--- src/rtl/ebus_xfer_ctl.sv ---
// EBUS transfer sequencer: takes one I/O function request at a time, selects
// the target device slot, runs the DEMAND/XFER handshake under a timeout and
// returns read data or a timeout flag on a single-cycle response strobe.
module ebus_xfer_ctl #(
  parameter int NDEV    = 8,
  parameter int DATA_W  = 36,
  parameter int TIMEOUT = 31,
  localparam int DW     = (NDEV > 1) ? $clog2(NDEV) : 1,
  localparam int CW     = $clog2(TIMEOUT + 1)
) (
  input  logic                     clk,
  input  logic                     CROBAR,
  input  logic                     reqValid,
  output logic                     reqReady,
  input  logic [DW-1:0]            reqDev,
  input  logic [2:0]               reqFunc,
  input  logic [DATA_W-1:0]        reqData,
  output logic                     rspValid,
  output logic [DATA_W-1:0]        rspData,
  output logic                     rspTimeout,
  output logic                     busy,
  output logic [NDEV-1:0]          ebusCS,
  output logic [2:0]               ebusF,
  output logic                     ebusDemand,
  output logic [DATA_W-1:0]        ebusDataOut,
  input  logic [NDEV-1:0]          ebusXfer,
  input  logic [NDEV*DATA_W-1:0]   ebusDataIn
);

  typedef enum logic [2:0] {IDLE, SETUP, DEMAND, RELEASE, DONE} state_t;

  state_t              state, state_nxt;
  logic [CW-1:0]       cnt, cnt_nxt;
  logic [DW-1:0]       dev_r, dev_nxt;
  logic                is_read, read_nxt;
  logic [NDEV-1:0]     cs_r, cs_nxt;
  logic [2:0]          f_r, f_nxt;
  logic [DATA_W-1:0]   dout_r, dout_nxt;
  logic                demand_r, demand_nxt;
  logic [DATA_W-1:0]   rdata_r, rdata_nxt;
  logic                rto_r, rto_nxt;
  logic                sel_xfer;
  logic [DATA_W-1:0]   sel_data;
  logic                dev_invalid;

  // Slot numbers beyond the populated range are rejected without touching the bus.
  assign dev_invalid = (32'(reqDev) >= 32'(NDEV));

  assign reqReady    = (state == IDLE) & ~CROBAR;
  assign busy        = (state != IDLE);
  assign rspValid    = (state == DONE);
  assign rspData     = rdata_r;
  assign rspTimeout  = rto_r;
  assign ebusCS      = cs_r;
  assign ebusF       = f_r;
  assign ebusDemand  = demand_r;
  assign ebusDataOut = dout_r;

  // Pick out the XFER line and read data of the latched slot only; other slots are ignored.
  always_comb begin
    sel_xfer = 1'b0;
    sel_data = '0;
    for (int i = 0; i < NDEV; i++) begin
      if (dev_r == DW'(i)) begin
        sel_xfer = ebusXfer[i];
        sel_data = ebusDataIn[i*DATA_W +: DATA_W];
      end
    end
  end

  // Next-state and next-register values for the handshake sequencer.
  always_comb begin
    state_nxt  = state;
    cnt_nxt    = cnt;
    dev_nxt    = dev_r;
    read_nxt   = is_read;
    cs_nxt     = cs_r;
    f_nxt      = f_r;
    dout_nxt   = dout_r;
    demand_nxt = demand_r;
    rdata_nxt  = rdata_r;
    rto_nxt    = rto_r;
    case (state)
      IDLE: begin
        if (reqValid && reqReady) begin
          dev_nxt   = reqDev;
          read_nxt  = reqFunc[0];
          rdata_nxt = '0;
          rto_nxt   = 1'b0;
          cnt_nxt   = '0;
          if (dev_invalid) begin
            state_nxt = DONE;
            rto_nxt   = 1'b1;
          end else begin
            state_nxt = SETUP;
            cs_nxt    = NDEV'(1) << reqDev;
            f_nxt     = reqFunc;
            dout_nxt  = reqFunc[0] ? '0 : reqData;
          end
        end
      end
      SETUP: begin
        state_nxt  = DEMAND;
        demand_nxt = 1'b1;
        cnt_nxt    = '0;
      end
      DEMAND: begin
        if (sel_xfer) begin
          if (is_read) rdata_nxt = sel_data;
          demand_nxt = 1'b0;
          state_nxt  = RELEASE;
          cnt_nxt    = '0;
        end else if (cnt == CW'(TIMEOUT - 1)) begin
          rto_nxt    = 1'b1;
          demand_nxt = 1'b0;
          state_nxt  = RELEASE;
          cnt_nxt    = '0;
        end else begin
          cnt_nxt = cnt + 1'b1;
        end
      end
      RELEASE: begin
        if (!sel_xfer) begin
          state_nxt = DONE;
          cs_nxt    = '0;
          f_nxt     = '0;
          dout_nxt  = '0;
        end else if (cnt == CW'(TIMEOUT - 1)) begin
          rto_nxt   = 1'b1;
          rdata_nxt = '0;
          state_nxt = DONE;
          cs_nxt    = '0;
          f_nxt     = '0;
          dout_nxt  = '0;
        end else begin
          cnt_nxt = cnt + 1'b1;
        end
      end
      DONE: begin
        state_nxt = IDLE;
      end
      default: begin
        state_nxt = IDLE;
      end
    endcase
  end

  // State and datapath registers; CROBAR abandons any transfer immediately.
  always_ff @(posedge clk or posedge CROBAR) begin
    if (CROBAR) begin
      state    <= IDLE;
      cnt      <= '0;
      dev_r    <= '0;
      is_read  <= 1'b0;
      cs_r     <= '0;
      f_r      <= '0;
      dout_r   <= '0;
      demand_r <= 1'b0;
      rdata_r  <= '0;
      rto_r    <= 1'b0;
    end else begin
      state    <= state_nxt;
      cnt      <= cnt_nxt;
      dev_r    <= dev_nxt;
      is_read  <= read_nxt;
      cs_r     <= cs_nxt;
      f_r      <= f_nxt;
      dout_r   <= dout_nxt;
      demand_r <= demand_nxt;
      rdata_r  <= rdata_nxt;
      rto_r    <= rto_nxt;
    end
  end

endmodule
--- config.mk ---
export PLATFORM = sky130hd
export DESIGN_NAME = ebus_xfer_ctl
export DESIGN_NICKNAME = d
export VERILOG_FILES = /design/src/rtl/ebus_xfer_ctl.sv
export SDC_FILE = /design/constraint.sdc
export NUM_CORES = 1
export LEC_CHECK = 0
export ABC_CLOCK_PERIOD_IN_PS = 9400
export CAP_MARGIN = 20
export CORE_AREA = 2 2 167 169
export CTS_CLUSTER_DIAMETER = 120
export DETAILED_ROUTE_END_ITERATION = 16
export DIE_AREA = 0 0 169 171
export SKIP_CTS_REPAIR_TIMING = 1
export SKIP_LAST_GASP = 1
export SYNTH_ARGS = -nofsm -noshare
export SYNTH_HDL_FRONTEND = slang
export SYNTH_SLANG_ARGS = --single-unit
export TNS_END_PERCENT = 100
--- constraint.sdc ---
create_clock -name clk -period 9.4 [get_ports clk]
set_input_delay 1.88 -clock clk [delete_from_list [all_inputs] [get_ports clk]]
set_output_delay 1.88 -clock clk [all_outputs]
set_load 0.02 [all_outputs]
Word level (Yosys, flattened, before mapping)
Cells that the tools add are included.

Add/subtract/negate cells: 1. Equal/unequal tests: 21. Shift-type cells: 1. Mux-type cells: 54. Bitwise gates (word level): 2. Reduce and logical (&&, ||, !) cells: 15.

Operators with widths (count): $mux W36 (16); $pmux W36 S3 (1); $pmux W36 S2 (1); $mux W5 (5); $mux W3 (8); $mux W8 (3); $pmux W5 S4 (1); $pmux W8 S2 (1); $eq A3 B3 Y1 const B (5); $mux W1 (14); $eq A3 B2 Y1 const B (4); $ne A2 B2 Y1 const B (6); $pmux W3 S4 (1); $reduce_and A4 Y1 (2); $shl A1 B3 Y8 const A (1); $eq A3 B1 Y1 const B (2); $logic_not A3 Y1 (2); $ne A3 B3 Y1 const B (2); $pmux W3 S2 (1); $reduce_and A3 Y1 (2); $reduce_and A6 Y1 (1); $reduce_bool A3 Y1 (2); $add A5 B1 Y5 const B (1); $eq A5 B5 Y1 const B (1); other kinds (9) (11).

Bits in registers: 97. Input port bits: 341. Output and inout bits: 88. Word-level logic and storage cells: 104.

Longest topological paths before layout
Depth in word-level cells: 12. Mapped depth: 8. Mapped depth without buffers: 7.

Worst setup path after synthesis
Ideal clock, no wire load.

Path type: in2reg. Start point: input port CROBAR. End point: register dout_r[10] (netlist: ebusDataOut[10]). Setup time: 121 ps. Arrival: 5422 ps. Data required time: 9279 ps. Path slack: 3857 ps. Stages on the path: 7. Buffers on the path: 2. Cell sequence: inv_1 -> nand2_1 -> nor2_2 -> a31oi_1 -> buf_2 -> buf_4 -> a22o_1.

Word-level cells in the longest chain between the ends: 5.

Ends and longest elaborated chain: start, declared (line 12) `input logic CROBAR,`; $not A1 Y1 (line 49) `assign reqReady = (state == IDLE) & ~CROBAR;`; $and A1 B1 Y1 (line 49); $logic_and A1 B1 Y1 (line 85) `if (reqValid && reqReady) begin`; $ne A2 B1 Y1 (no line); $reduce_and A3 Y1 (no line); end signal, assigned (line 168) `dout_r <= dout_nxt;`; end, declared (line 38) `logic [DATA_W-1:0] dout_r, dout_nxt;`.

No other way between the ends. A chain may end at the register's enable or synchronous reset.

Worst setup path in the final report
Start point: input port CROBAR. End point: output port reqReady.

Word-level cells in the longest chain between the ends: 2.

Ends and longest elaborated chain: $not A1 Y1 (line 49); $and A1 B1 Y1 (line 49); end, declared (line 14) `output logic reqReady,`.

No other way between the ends.

==> results.yml <==
pwr:
  power_density_mw_per_mm2: 265.5
  p_seq_frac: 0.264
  p_sw_mw: 1.232
  p_clk_frac: 0.136
  swShare: 0.4211
  worst_ir_drop_vdd_uv: 193.9
  power.leakage_nw: 4.268
  combPwrFrac: 0.600
  power.internal_mw: 1.693
setup_path:
  cp-start-kind: "input pin"
  startpoint: "CROBAR"
  cpPeakStageDelay_ps: 620
  rr_worst_depth: 7
  critPathKind: "input pin to output port"
  required_ps: 7520
  cp.arrival_ps: 3140
  path_max_fanout: 3
  path_cells: "clkdlybuf4s50_1 > nor2_1 > clkdlybuf4s50_1"
  slowest_stage: "clkdlybuf4s50_1"
  worst_path_most_repeated_cell: "clkdlybuf4s50_1"
  crit_buf_inv: 2
  r2r_end: "rspData[1]$_DFFE_PP0P_"
  critPathTopFamily: "buffers and inverters"
  worst_setup_path_end_kind: "output port"
  endpoint: "reqReady"
  rrSetupSlack_ps: 6030
  r2r-start: "dev_r[2]$_DFFE_PP0P_"
  cp_num_cells: 3
cells_and_area:
  layout.nets: 1283
  layout_common_cells: "clkdlybuf4s50_1 (428), dfrtp_1 (94), nor2_1 (78), mux2_2 (73), a22o_1 (42)"
  diodes: 0
  final_cell_area_mm2: 0.01102
  n_fill_cell: 2714
  area_delta_synth_final_pct: 79.66
  drive_gt1_frac: 0.1556
  final_common_cell: "clkdlybuf4s50_1"
sta:
  worst_slew_pin_slew_ps: 921.1
  finalMaxSlewViolations: 0
  period_minus_slack_ps: 5022
  setup_slack_ps: 4378
  relSlewSlack: 0.3853
  finalSetupViolations: 0
  finalHoldViolCount: 0
  max_freq_mhz: 199.1
  finalSetupTns_ps: 0
  fin_skew_ps: 8.951
  rsz0062_at_grt: "false"
  fin_crit_sh: 0.5343
grt:
  grt_pass1_wl_um: 39090
  grtUsageTotal: 0.1787
  grt_pass1_vias: 6390
  grt.overflow.total: 0
  antenna_found_initial: 2
  grt_max_degree: 67
placed_design:
  place.gp.congestion: 0.7938
  dpl_worst_slack_ps: 4375
  port_buffers: 428
  hpwl_um: 20620
  place_area_mm2: 0.01071
logic_synthesis:
  netlist-cell-type-count: 46
  synth_top_area_share: 0.3958
  ys_ff_latch: 97
  yosysTopAreaCell: "dfrtp_1"
  ys_warn_count: 0
  syn_inst: 541
  synthesis.area_per_instance_um2: 11.33
  synthTopCellsByArea: "dfrtp_1 (40%), mux2_2 (13%), mux4_2 (13%)"
  synth_nets: 884
  synth.yosys.seq_area_share: 0.3958
  syn_area_mm2: 0.006132
routing:
  wl_per_cell_um: 20.87
  antenna_left: 0
  wl_um: 26950
  first_iter_violations: 249
  vias: 6261
  routed_via_density: 4.850
  drc: 0
  dr.pass1.iters: 4
status:
  status: "finished clean"
floorplan:
  core_mm2: 0.02732
  initial_core_util: 0.2244
  die_y_um: 171
  ios: 429
  die_area_mm2: 0.02890
  die_x_um: 169
  rows: 61
clock_tree:
  clk-insertion-delay-late_ps: 350
  cts_tree: "built"
  clock_sinks: 97
  clock_path_buffers: 2
  htreeDepth: 3
  clk_pin_slew_ps: 70
  cts_root_buf: "clkbuf_16"
  cts_buffers: 9
hold_path:
  hp-class: "register to register"
run:
  cap_violations: 0
## power by group through the flow
| stage | Combinational [mW] | Clock (mW) | Sequential (mW) |
|---|---|---|---|
| 6_report | 1.75 | 0.397 | 0.774 |
| 2_1_floorplan | 0.964 | 0 | 0.863 |
| 4_1_cts | 1.78 | 0.417 | 0.780 |
| 5_1_grt | 1.89 | 0.432 | 0.808 |
| 3_5_place_dp | 1.78 | 0 | 0.781 |
| 3_3_place_gp | 1.77 | 0 | 0.784 |
## registers in the layout, summed over array words and instances (netlist names)
name	cells
cnt	5
dev_r	3
ebusCS	8
ebusDataOut	36
ebusDemand	1
ebusF	3
is_read	1
rspData	36
rspTimeout	1
state	3
## worst register-to-register path, stage by stage (launching register included)
cell	delay, ps
dfrtp_2	810
buf_4	530
inv_1	320
a31oi_4	340
nand4_1	200
a21oi_4	170
buf_4	470
mux2_2	420
## metal layers
layer,routed length (µm),global-route usage,part of all wire,up-vias
met3,2344,0.05482,0.087,23
met5,16,0,0.00059,-
met2,13150,0.3092,0.49,277
met4,394,0.03902,0.015,2
li1,-,-,-,2935
met1,11040,0.2196,0.41,3024
## cells in the mapped netlist, drive strengths merged
master    n
a2111oi  34
a211oi    2
a21bo     1
a21oi     8
a221oi    2
a22o     42
a22oi     1
a31o      1
a31oi     3
a32o      6
and2      2
and3      2
and4      1
and4b     1
buf      24
clkbuf   25
dfrtp    97
ha        2
inv      11
mux2     74
mux2i     5
mux4     35
nand2    10
nand2b    1
nand3     7
nand3b    1
nand4     6
nand4b    1
nor2     79
nor2b     4
nor3      4
nor4bb    1
o211ai    3
o21ai     4
o221ai    1
o22a      2
o22ai    35
o31ai     2
or3b      1
## stage by stage
stage	total power, mW	std cells	hold WS, ps	utilization
6_report	2.925	1291	493.9	0.4032
3_3_place_gp	2.553	1275	468.8	0.3918
3_5_place_dp	2.563	1275	484.4	0.3918
2_1_floorplan	1.827	541	476.7	-
5_1_grt	3.131	1291	510.4	0.4032
4_1_cts	2.980	1291	498.3	0.4032
## area by class of cell
type	count	area [µm²]	area share
sequential	97	2436	0.2211
inverter	11	43.79	0.003975
tap	346	432.9	0.03930
timing repair buffer	437	4352	0.3950
clock buffer	9	225.2	0.02044
multi-input combinational	384	3442	0.3124
clock inverter	7	85.08	0.007723
## cells by family after synthesis
group,synth area share
muxes,0.2726
AOI/OAI and AO/OA,0.1912
buffers and inverters,0.04754
and+or+nand+nor,0.08876
adders and majority gates,0.004080
DFF,0.3958
## how the worst min path moves through the flow
stage | from | slack [ps] | endpoint | cells after the start
2_1_floorplan | is_read$_DFFE_PP0P_ | 480 | is_read$_DFFE_PP0P_ | 1
3_3_place_gp | rspData[32]$_DFFE_PP0P_ | 470 | rspData[32]$_DFFE_PP0P_ | 1
3_5_place_dp | rspData[32]$_DFFE_PP0P_ | 480 | rspData[32]$_DFFE_PP0P_ | 1
4_1_cts | ebusCS[5]$_DFFE_PP0P_ | 500 | ebusCS[5]$_DFFE_PP0P_ | 1
5_1_grt | rspData[32]$_DFFE_PP0P_ | 510 | rspData[32]$_DFFE_PP0P_ | 1
6_report | rspData[32]$_DFFE_PP0P_ | 490 | rspData[32]$_DFFE_PP0P_ | 1
No activity file was read; power rests on OpenSTA's default activity.
